### src/rtl/alu_wrapper_if.sv
// Execute-stage ALU bus: operands, function code and flag-load strobe in; valE, overflow and condition codes out.
interface alu_wrapper_if;
    logic [1:0]  alu_fun;
    logic [63:0] alu_b;
    logic [63:0] alu_a;
    logic        flag_we;
    logic [63:0] alu_out;
    logic        alu_of;
    logic        zf;
    logic        sf;
    logic        of;

    modport master (
        output alu_fun, alu_b, alu_a, flag_we,
        input  alu_out, alu_of, zf, sf, of
    );

    modport slave (
        input  alu_fun, alu_b, alu_a, flag_we,
        output alu_out, alu_of, zf, sf, of
    );
endinterface

### src/rtl/alu_wrapper.sv
// Y86-64 execute-stage ALU (add/sub/and/xor) with signed overflow and a ZF/SF/OF condition-code register.
// Optional macro ALU_OUT_REG_EN registers alu_out/alu_of for one cycle of result latency.
module alu_wrapper (
    input  logic          clk,
    input  logic          rst_n,
    alu_wrapper_if.slave  bus
);

    localparam logic [1:0] FUN_ADD = 2'd0;
    localparam logic [1:0] FUN_SUB = 2'd1;
    localparam logic [1:0] FUN_AND = 2'd2;
    localparam logic [1:0] FUN_XOR = 2'd3;

    function automatic logic add_ovf(input logic signed [63:0] a,
                                     input logic signed [63:0] b,
                                     input logic signed [63:0] r);
        return (a[63] == b[63]) && (r[63] != a[63]);
    endfunction

    // B - A: overflow only when operand signs differ and the result leaves B's sign
    function automatic logic sub_ovf(input logic signed [63:0] a,
                                     input logic signed [63:0] b,
                                     input logic signed [63:0] r);
        return (b[63] != a[63]) && (r[63] != b[63]);
    endfunction

    logic signed [63:0] w_a;
    logic signed [63:0] w_b;
    logic signed [63:0] w_sum;
    logic signed [63:0] w_diff;
    logic signed [63:0] w_res;
    logic               w_of;

    assign w_a    = bus.alu_a;
    assign w_b    = bus.alu_b;
    assign w_sum  = w_b + w_a;
    assign w_diff = w_b + ~w_a + 64'sd1;

    always_comb begin
        w_res = '0;
        w_of  = 1'b0;
        case (bus.alu_fun)
            FUN_ADD: begin
                w_res = w_sum;
                w_of  = add_ovf(w_a, w_b, w_sum);
            end
            FUN_SUB: begin
                w_res = w_diff;
                w_of  = sub_ovf(w_a, w_b, w_diff);
            end
            FUN_AND: w_res = w_b & w_a;
            FUN_XOR: w_res = w_b ^ w_a;
            default: ;
        endcase
    end

    logic r_zf;
    logic r_sf;
    logic r_of;

    // Flags always come from the unregistered result, independent of output registering
    always_ff @(posedge clk or negedge rst_n) begin
        if (!rst_n) begin
            r_zf <= 1'b0;
            r_sf <= 1'b0;
            r_of <= 1'b0;
        end else if (bus.flag_we) begin
            r_zf <= (w_res == 64'sd0);
            r_sf <= w_res[63];
            r_of <= w_of;
        end
    end

    assign bus.zf = r_zf;
    assign bus.sf = r_sf;
    assign bus.of = r_of;

`ifdef ALU_OUT_REG_EN
    logic [63:0] r_alu_out;
    logic        r_alu_of;

    always_ff @(posedge clk or negedge rst_n) begin
        if (!rst_n) begin
            r_alu_out <= '0;
            r_alu_of  <= 1'b0;
        end else begin
            r_alu_out <= w_res;
            r_alu_of  <= w_of;
        end
    end

    assign bus.alu_out = r_alu_out;
    assign bus.alu_of  = r_alu_of;
`else
    assign bus.alu_out = w_res;
    assign bus.alu_of  = w_of;
`endif

endmodule

### src/flat_wrapper.sv
// flat-port wrapper written by rule: the top's interface ports become plain ports
module alu_wrapper_flat 
  (clk, rst_n, bus_alu_fun, bus_alu_b, bus_alu_a, bus_flag_we, bus_alu_out, bus_alu_of, bus_zf, bus_sf, bus_of);
  alu_wrapper_if bus_i ();
  input  logic clk;
  input  logic rst_n;
  input wire logic [$bits(bus_i.alu_fun)-1:0] bus_alu_fun;
  input wire logic [$bits(bus_i.alu_b)-1:0] bus_alu_b;
  input wire logic [$bits(bus_i.alu_a)-1:0] bus_alu_a;
  input wire logic [$bits(bus_i.flag_we)-1:0] bus_flag_we;
  output wire logic [$bits(bus_i.alu_out)-1:0] bus_alu_out;
  output wire logic [$bits(bus_i.alu_of)-1:0] bus_alu_of;
  output wire logic [$bits(bus_i.zf)-1:0] bus_zf;
  output wire logic [$bits(bus_i.sf)-1:0] bus_sf;
  output wire logic [$bits(bus_i.of)-1:0] bus_of;
  assign bus_i.alu_fun = bus_alu_fun;
  assign bus_i.alu_b = bus_alu_b;
  assign bus_i.alu_a = bus_alu_a;
  assign bus_i.flag_we = bus_flag_we;
  assign bus_alu_out = bus_i.alu_out;
  assign bus_alu_of = bus_i.alu_of;
  assign bus_zf = bus_i.zf;
  assign bus_sf = bus_i.sf;
  assign bus_of = bus_i.of;
  alu_wrapper u_core (.clk(clk), .rst_n(rst_n), .bus(bus_i));
endmodule
### config.mk
export PLATFORM = sky130hd
export DESIGN_NAME = alu_wrapper_flat
export DESIGN_NICKNAME = d
export VERILOG_FILES = /design/src/rtl/alu_wrapper_if.sv /design/src/rtl/alu_wrapper.sv /design/src/flat_wrapper.sv
export SDC_FILE = /design/constraint.sdc
export NUM_CORES = 1
export LEC_CHECK = 0
export CAP_MARGIN = 30
export CORE_UTILIZATION = 55
export CTS_CLUSTER_SIZE = 40
export DETAILED_ROUTE_END_ITERATION = 7
export PLACE_DENSITY = 0.87
export SYNTH_ARGS = -nofsm -noshare
export SYNTH_HDL_FRONTEND = slang
export SYNTH_SLANG_ARGS = --single-unit
export TNS_END_PERCENT = 30
### constraint.sdc
create_clock -name clk -period 10.4 [get_ports clk]
set_clock_uncertainty 0.05 [all_clocks]
set_input_delay 2.08 -clock clk [delete_from_list [all_inputs] [get_ports clk]]
set_output_delay 2.08 -clock clk [all_outputs]
set_load 0.03 [all_outputs]
# [After elaboration in Yosys (flattened, before gate mapping)]
# Index checks and enable logic that the tools add are counted.
[word_totals] elab_cells=22 register_bits=3 output_inout_bits=68
[op_classes] reduce_logical=4 bitwise_logic=3 eq_ne=7 addsub=3 mux=2
[op_table] operator="64-bit case mux with 4 select lines" count=1
[op_table] operator="64-bit adder" count=2
[op_table] operator="64-bit by 2-bit adder with 64-bit output (second input constant)" count=1
[op_table] operator="64-bit bitwise AND" count=1
[op_table] operator="64-bit logical NOT" count=1
[op_table] operator="64-bit NOT" count=1
[op_table] operator="64-bit bitwise XOR" count=1
[op_table] operator="2-bit equality test (second input constant)" count=2
[op_table] operator="1-bit != test" count=3
[op_table] operator="2-bit by 1-bit equality test with 1-bit output (second input constant)" count=1
[op_table] operator="1-bit logical AND" count=2
[op_table] operator="2-bit logical NOT" count=1
[op_table] operator="1-bit case mux with 2 select lines" count=1
[op_table] operator="1-bit equality test" count=1

# [Depth between registers and ports, before layout]
# Gate-level depths: netlist (run 1).
[logic_depth] depth_word=6 ltp_mapped=17 mapped_depth_nobuf=16

# [Worst setup path after synthesis (run 1)]
# OpenSTA, ideal clock, no wires.
[synth_path] kind="in2out" startpoint="in bus_alu_a[0]" endpoint="out bus_alu_out[62]" t_arrival_ps=5543 stages=14 setup_slack_ps=2727 path_cell_list="ha_1 > fa_1 > nor2b_1 > o21ai_1 > a21oi_1 > o2111a_1 > o21ai_1 > and4_1 > nor2_1 > a311oi_2 > o21ai_1 > a311oi_1 > a2111oi_0 > a311oi_1"
[synth_between] elab_chain_len=4
[synth_rtl] element="start, declared" line_no="flat_wrapper.sv:9" text="input wire logic [$bits(bus_i.alu_a)-1:0] bus_alu_a;"
[synth_rtl] element="64-bit NOT" line_no="alu_wrapper.sv:37" text="assign w_diff = w_b + ~w_a + 64'sd1;"
[synth_rtl] element="64-bit adder" line_no="alu_wrapper.sv:37"
[synth_rtl] element="64-bit by 2-bit adder with 64-bit output" line_no="alu_wrapper.sv:37"
[synth_rtl] element="64-bit case mux with 4 select lines *" line_no="alu_wrapper.sv:42" text="case (bus.alu_fun)"
[synth_rtl] element="end, declared" line_no="flat_wrapper.sv:11" text="output wire logic [$bits(bus_i.alu_out)-1:0] bus_alu_out;"
# Every way passes the cells marked *; elsewhere a longest branch is shown, timed or not.

# [Worst setup path in the final report (run 1)]
[layout_path] startpoint="in bus_alu_a[11]" endpoint="out bus_alu_out[62]"
# Same word-level chain as after synthesis.

==> flow_summary.toml, run 1 <==
[clocking]
ctsHoldBuffers = 0
path_clk_slew_ns = 0.03
cts_sinks = 3
postCtsSetupBuffers = 0
clk_path_buf_depth = 2
cts_tree = "done"
cts-htree-levels = 1
clockRootBuffer = "clkbuf_16"
clk_latency_ns = 0.23
numCtsBuffers = 3
cts_resized = 0

[floorplanning]
initial_utilization = 0.561
core_um2 = 19500
io_pins = 201
fp.dieH_um = 143
die_x_um = 143
dieArea_um2 = 20400
rows = 51

[placement]
gp_congestion = 1.05
dp_cells = 2075
hpwl_um = 37900
port_buffers = 200
place_area_um2 = 12900

[cells_and_area]
final_area_um2 = 13000
area_growth_pct = 18.8
fillCellCount = 1773
register_area_um2 = 75.1
instances_no_fill = 2080
drive_gt1_frac = 0.0501
multi_input_area_um2 = 9860
n_antenna_cell = 0
nNetsFinal = 2079

[timing]
fmax_ghz = 0.106
drv_slew = 0
finalCritPeriodShare = 0.909
rsz0062_at_grt = "false"
timing.hold.ws_ns = 0.453
setup_viol = 0
tightest_slew_ns = 0.971
tns_ns = 0
timing.slew.headroom = 0.347
min_period_ns = 9.46
final_hold_viol_count = 0

[critical_path]
end_kind = "output pin"
cp-start-kind = "input port"
crit_path_max_incr_delay_ns = 0.77
cp_top_family = "compound AO/OA/AOI/OAI gates"
cpMaxStageDelayCell = "clkdlybuf4s50_1"
path_buf_inv = 3
worstPathRequired_ns = 8.27
crit_chain = "clkdlybuf4s50_1 -> inv_1 -> ha_1 -> nor2b_1 -> a2111oi_2 -> a2bb2oi_1 -> o2111a_1 -> o21ai_1 -> and4_1 -> nor2_1 -> a311oi_2 -> o21ai_1 -> a311oi_1 -> a2111oi_0 -> a311oi_1 -> clkdlybuf4s50_1"
path_class = "input port to output pin"
critPathMaxFanout = 13
crit_arrival_ns = 7.33

[global_routing]
grt_max_degree = 72
grt-ovfl-total = 0
grt_usage = 0.465
antenna_found_initial = 0
grt_pass1_wl_um = 75100
first_global_vias = 14076

[routing]
finalWirelength_um = 48600
drtIter0Drc = 2029
vias_per_cell = 7.27
drc = 23
first_pass_iters = 8
ant_nets = 0
num_vias = 15126
drt-wirelength-per-cell_um = 23.4

[yosys]
synth_area_per_cell_um2 = 6.40
yosysWarnings = 0
synth_top_cell_by_area = "ha_1"
synth_area_um2 = 10900
synth_top_cell_area_share = 0.147
yosysSeqAreaShare = 0.00688
synth-seq-cells = 3
synth_most_common_cell = "nor2_1"
synth_common_cells = "nor2_1, a21oi_1, ha_1, inv_1, nand2_1"
async_flop_share = 1.00
syn_nets = 1967
netlist-cell-type-count = 100
synth_edf_count = 0
ys_top_cells_by_area = "ha_1, a21oi_1, nor2_1"
ys.flop_type = "dfrtp_1"
syn_inst = 1704

[pwr]
ir_drop_v = 0.000121
p_total_mw = 1.03
p_leak_nw = 5.19
power_density_nw_per_um2 = 79.5

[outcome]
outcome = "finished, violations left"
violations = "DRC"

[flow_run]
maxCapViolCount = 0

[hold_path]
min_path_type = "flop to flop"
-- state kept, by name (all words and copies together) (netlist names) --
name and count:
u_core.bus.sf 1, u_core.bus.zf 1, u_core.bus.of 1
-- logic make-up after synthesis --
| logic type | synth area share |
|---|---|
| AO/OA/AOI/OAI | 0.418 |
| XOR/XNOR | 0.00711 |
| adder cells (fa/ha/maj) | 0.150 |
| buffers and inverters | 0.0894 |
| flip-flops | 0.00688 |
| multiplexers | 0.0227 |
| AND/OR/NAND/NOR | 0.306 |
-- cell usage in the layout, fill, tap and decap left out, types with 16 or more instances in the layout --
master / netlist / layout
a2111oi_0: 16 / 16
a211oi_1: 29 / 29
a21o_1: 25 / 25
a21oi_1: 159 / 159
a311oi_1: 17 / 17
a31oi_1: 24 / 24
and2_1: 23 / 23
clkdlybuf4s50_1: 0 / 198
ha_1: 128 / 128
inv_1: 128 / 127
mux2i_1: 18 / 18
nand2_1: 128 / 128
nand2b_1: 16 / 16
nand3_1: 55 / 55
nand4_1: 32 / 32
nor2_1: 171 / 169
nor2b_1: 32 / 32
nor3_1: 59 / 59
nor4_1: 34 / 34
o211ai_1: 35 / 35
o21ai_0: 90 / 90
o21ai_1: 18 / 18
o21bai_1: 36 / 36
o31ai_1: 26 / 26
or3_1: 21 / 21
-- per-layer routing --
| metal | up-vias | share of wire | track usage |
|---|---|---|---|
| met2 | 1276 | 0.44 | 0.760 |
| met1 | 6827 | 0.37 | 0.560 |
| met3 | 319 | 0.12 | 0.0976 |
| li1 | 6704 | - | - |
| met4 | 0 | 0.071 | 0.277 |
| met5 | - | 0 | 0 |
-- final cells by class --
class	count	area share
clock buffers	4	0.00608
flip-flops and latches	3	0.00579
multi-input cells	1457	0.761
well taps	265	0.0256
repair buffers	214	0.162
inverters	137	0.0397
-- power by group --
group          total [mW]  switching (mW)  internal, mW
Sequential         0.0137        0.000682        0.0130
Clock              0.0631          0.0123        0.0508
Combinational       0.954           0.613         0.341
-- metrics by stage --
stage,utilization,worst slack (ns)
floorplan,-,2.73
global placement,0.662,1.43
CTS,0.666,1.14
detailed placement,0.662,1.29
global route,0.666,0.623
finish,0.666,0.945
-- final timing paths --
check                         startpoint               to  slack [ns]  cells after the start
hold / removal             u_core.bus.sf    u_core.bus.sf        0.45                      1
max in group asynchronous          rst_n    u_core.bus.sf        8.13                      1
setup reg to reg           u_core.bus.of    u_core.bus.of        9.56                      1
min in group asynchronous          rst_n    u_core.bus.of        2.00                      1
setup / recovery           bus_alu_a[11]  bus_alu_out[62]        0.94                     16
hold reg to reg            u_core.bus.sf    u_core.bus.sf        0.45                      1
Power figures use the tool's default switching activity.
==> run 2, diff against run 1 <==
--- a/config.mk
+++ b/config.mk
@@ -7,6 +7,7 @@
 export LEC_CHECK = 0
 export CAP_MARGIN = 30
 export CORE_UTILIZATION = 55
+export CTS_BUF_LIST = sky130_fd_sc_hd__clkbuf_8 sky130_fd_sc_hd__clkbuf_16
 export CTS_CLUSTER_SIZE = 40
 export DETAILED_ROUTE_END_ITERATION = 7
 export PLACE_DENSITY = 0.87
==> run 2 against run 1 <==
Effect of this change:
- the run still ends with DRC left
- global-route usage unchanged
- worst hold slack worse by 0.0021 ns
- power down 0.12%
- count of clock-buffer cells in the layout down 1
- critical path depth unchanged
- register-to-register slack about the same
- critical endpoint unchanged
- largest cell class unchanged
- largest power group unchanged
- highest routed layer unchanged
==> flow_summary.toml, run 2 (same netlist as run 1, synthesis figures left out) <==
[critical_path]
r2r_slack_ns = 9.56
reg2reg_depth = 1
worstPathRequired_ns = 8.27
startpoint = "bus_alu_a[11]"
crit_arrival_ns = 7.34
r2r-end = "u_core.bus.of"
end_kind = "output pin"
r2r-start = "u_core.bus.of"
path_class = "input port to output pin"
critPathMaxFanout = 13
cp-start-kind = "input port"

[clocking]
clk_path_buf_depth = 2
cts_resized = 0
postCtsSetupBuffers = 0
path_clk_slew_ns = 0.03
clockRootBuffer = "clkbuf_16"
cts_tree = "done"
cts_sinks = 3
cts-htree-levels = 1
clk_latency_ns = 0.23
ctsHoldBuffers = 0
numCtsBuffers = 3

[timing]
final_hold_viol_count = 0
finalCritPeriodShare = 0.910
timing.hold.ws_ns = 0.451
drv_slew = 0
min_period_ns = 9.47
tns_ns = 0
tightest_slew_ns = 0.969
fmax_ghz = 0.106
timing.slew.headroom = 0.348
rsz0062_at_grt = "false"
setup_viol = 0

[cells_and_area]
drive_gt1_frac = 0.0501
layout_commonest_cell = "clkdlybuf4s50_1"
n_antenna_cell = 0
area_growth_pct = 18.8
layout_common_cells = "clkdlybuf4s50_1, nor2_1, a21oi_1"
nNetsFinal = 2079
instances_no_fill = 2080
final_area_um2 = 13000

[outcome]
violations = "DRC"
outcome = "finished, violations left"

[floorplanning]
dieArea_um2 = 20400
die_x_um = 143
core_um2 = 19500
rows = 51
fp.dieH_um = 143
initial_utilization = 0.561
io_pins = 201

[placement]
place_area_um2 = 12900
hpwl_um = 37900
gp_congestion = 1.05
port_buffers = 200
dp_cells = 2075

[routing]
drtIter0Drc = 2029
ant_nets = 0
drc = 24
first_pass_iters = 8
num_vias = 15107
drt-wirelength-per-cell_um = 23.4
finalWirelength_um = 48600
vias_per_cell = 7.26

[global_routing]
antenna_found_initial = 0
grt_max_degree = 72
grt_usage = 0.465
grt_pass1_wl_um = 75100
grt-ovfl-total = 0
first_global_vias = 14076

[hold_path]
min_from = "u_core.bus.sf"
hold_path_depth = 1
min_path_type = "flop to flop"
whs_endpoint = "u_core.bus.sf"

[pwr]
p_int_mw = 0.403
p_switching_mw = 0.626
power_density_nw_per_um2 = 79.4
comb_power_share = 0.927
ir_drop_v = 0.000121
seqPwrFrac = 0.013
power_frac_clock = 0.060
swShare = 0.608
p_leak_nw = 5.19

[flow_run]
maxCapViolCount = 0
## run 2: cell count changes in the layout (fill, tap and decap cells not counted)
cell / delta
clkbuf_1: -1
inv_1: +1
## run 2: through the flow
step	total power, mW	utilization	worst slack (ns)
floorplan	0.610	-	2.73
global placement	0.919	0.662	1.43
detailed placement	0.925	0.662	1.29
CTS	0.993	0.666	1.14
global route	1.08	0.666	0.623
finish	1.03	0.666	0.932
## run 2: power groups by stage
stage | clock (mW) | sequential, mW | combinational (mW)
finish | 0.0619 | 0.0137 | 0.953
global route | 0.0642 | 0.0137 | 1.01
CTS | 0.0622 | 0.0137 | 0.917
detailed placement | 0 | 0.0137 | 0.912
global placement | 0 | 0.0137 | 0.905
floorplan | 0 | 0.0163 | 0.593
## run 2: cell type report
cell class | count | area [µm²]
Clock buffer | 3 | 75.1
Inverter | 137 | 514
Sequential cell | 3 | 75.1
Fill cell | 1773 | 6500
Multi-Input combinational cell | 1457 | 9860
Tap cell | 265 | 332
Timing Repair Buffer | 214 | 2100
Clock inverter | 1 | 3.75
## run 2: per-layer routing
layer	GRT usage	vias to the layer above	wire length (µm)
met5	0	-	0
met4	0.277	0	3550
met3	0.0976	334	6140
met2	0.760	1286	21100
met1	0.560	6784	17800
li1	-	6703	-
## run 2: how the worst max path moves through the flow
stage | to | slack (ns)
after floorplan | bus_alu_out[62] | 2.73
after global placement | bus_alu_out[62] | 1.43
after detailed placement | bus_alu_out[62] | 1.29
after CTS | bus_alu_out[62] | 1.14
after global routing | bus_alu_out[62] | 0.62
final | bus_alu_out[62] | 0.93
## run 2: worst max-delay path, stage by stage
cell	delay, ns
clkdlybuf4s50_1	0.50
inv_1	0.05
ha_1	0.55
nor2b_1	0.12
a2111oi_2	0.36
a2bb2oi_1	0.23
o2111a_1	0.35
o21ai_1	0.35
and4_1	0.28
nor2_1	0.14
a311oi_2	0.39
o21ai_1	0.10
a311oi_1	0.42
a2111oi_0	0.17
a311oi_1	0.47
clkdlybuf4s50_1	0.77
==> run 3, diff against run 2 <==
==> constraint.sdc (replaced) <==
create_clock -name clk -period 10.4 [get_ports clk]
set_clock_uncertainty 0.05 [all_clocks]
set_input_delay 1.04 -clock clk [delete_from_list [all_inputs] [get_ports clk]]
set_output_delay 1.04 -clock clk [all_outputs]
set_load 0.03 [all_outputs]
==> run 3 against run 2 <==
Effect of this change:
- the run still ends with DRC left
- first-iteration DRC count down 0.30%
- critical path depth fell by 1
- power shrank 0.19%
- highest routed layer is now met5
- clock power decreased by 3.2%
- critical path type unchanged
- count of clock-buffer cells in the layout is the same
- via count is 1.1% lower
- largest cell class unchanged
- flip-flop and latch count unchanged
- cell count about the same
- die area stayed put
==> flow_summary.toml, run 3 (same netlist as run 1, synthesis figures left out) <==
[cells_and_area]
area_growth_pct = 18.8
post-route-util = 0.666
fillCellCount = 1804
nNetsFinal = 2078
layout_common_cells = "clkdlybuf4s50_1, nor2_1, a21oi_1"
n_antenna_cell = 0
drive_gt1_frac = 0.0496
layout_commonest_cell = "clkdlybuf4s50_1"

[outcome]
outcome = "finished, violations left"
violations = "DRC"

[timing]
finalCritPeriodShare = 0.734
worst_slack_ns = 2.76
rsz0062_at_grt = "false"
min_period_ns = 7.64
drv_slew = 0
setup_viol = 0
tightest_slew_ns = 1.07
final_hold_viol_count = 0
timing.slew.headroom = 0.281
tns_ns = 0
fmax_ghz = 0.131

[hold_path]
min_from = "u_core.bus.sf"
min_path_type = "flop to flop"
whs_endpoint = "u_core.bus.sf"
hold_path_depth = 1

[global_routing]
grt_usage = 0.462
grt_max_degree = 69
grt-ovfl-total = 0
gr-usage-met2 = 0.733
first_global_vias = 13706
antenna_found_initial = 1
grt.busiest_layer = "met2"
grt_pass1_wl_um = 74900
grt_use_met3 = 0.0805
grtUsageMet1 = 0.586

[placement]
port_buffers = 200
hpwl_um = 37000
gp_congestion = 1.06
place_ws_ns = 3.41

[pwr]
power_density_nw_per_um2 = 79.3
p_leak_nw = 5.19
ir_drop_v = 0.000125
p_total_mw = 1.03

[critical_path]
r2r_slack_ns = 9.54
critPathMaxFanout = 15
crit_arrival_ns = 6.55
reg2reg_depth = 1
path_class = "input port to output pin"
end_kind = "output pin"
r2r-end = "u_core.bus.of"
worstPathRequired_ns = 9.31
r2r-start = "u_core.bus.of"
cp-start-kind = "input port"

[flow_run]
maxCapViolCount = 0

[floorplanning]
initial_utilization = 0.561
fp.dieH_um = 143
core_um2 = 19500
dieArea_um2 = 20400
rows = 51
io_pins = 201
die_x_um = 143

[clocking]
cts_sinks = 3
postCtsSetupBuffers = 0
cts_tree = "done"
clk_path_buf_depth = 2
cts_resized = 0
path_clk_slew_ns = 0.03
clk_latency_ns = 0.22
clockRootBuffer = "clkbuf_16"
ctsHoldBuffers = 0
cts-htree-levels = 1
numCtsBuffers = 3

[routing]
vias_per_cell = 7.19
drt-wirelength-per-cell_um = 23.2
num_vias = 14940
drtIter0Drc = 2023
drc = 13
ant_nets = 0
first_pass_iters = 8
finalWirelength_um = 48200
-- run 3: cell type report --
type	count	area, µm²	share of cell area
inverters	137	514	0.0397
multi-input cells	1457	9870	0.762
clock buffers	3	75.1	0.00579
clock inverters	1	3.75	0.000290
flip-flops and latches	3	75.1	0.00579
repair buffers	213	2090	0.161
well taps	265	332	0.0256
-- run 3: metal layers --
| layer | vias up | share of wire |
|---|---|---|
| met2 | 1184 | 0.43 |
| met4 | 2 | 0.065 |
| met3 | 274 | 0.13 |
| met5 | - | 0.00023 |
| li1 | 6698 | - |
| met1 | 6782 | 0.38 |
-- run 3: power by group --
part	leakage, nW	internal (mW)	switching [mW]
logic	5.11	0.341	0.613
clock network	0.0423	0.0496	0.0104
registers	0.0391	0.0130	0.000876
total	5.19	0.403	0.624
-- run 3: worst max-delay path by stage --
stage                  start         endpoint  cells past startpoint
2_1_floorplan   bus_alu_a[0]  bus_alu_out[62]                     14
3_3_place_gp   bus_alu_a[13]  bus_alu_out[62]                     16
3_5_place_dp   bus_alu_a[13]  bus_alu_out[62]                     16
4_1_cts        bus_alu_a[38]       bus_alu_of                     15
5_1_grt        bus_alu_a[34]       bus_alu_of                     16
6_report       bus_alu_a[34]       bus_alu_of                     15
-- run 3: worst max-delay path, stage by stage --
cell and delay [ns]:
clkdlybuf4s50_1 0.48, inv_1 0.05, ha_1 0.49, a21oi_1 0.37, o211ai_1 0.19, a211oi_2 0.84, a2111oi_0 0.30, a21boi_0 0.57
o21ai_0 0.37, a31oi_1 0.43, nor2b_1 0.23, xnor2_1 0.15, nand3_1 0.12, a21oi_2 0.20, clkdlybuf4s50_1 0.71
-- run 3: per-stage QoR --
stage	cells	hold WS, ns	instance area [µm²]
5_1_grt	2079	0.497	13000
2_1_floorplan	1704	0.633	10900
6_report	2079	0.479	13000
4_1_cts	2078	0.471	13000
3_5_place_dp	2074	0.458	12900
3_3_place_gp	2074	0.446	12900
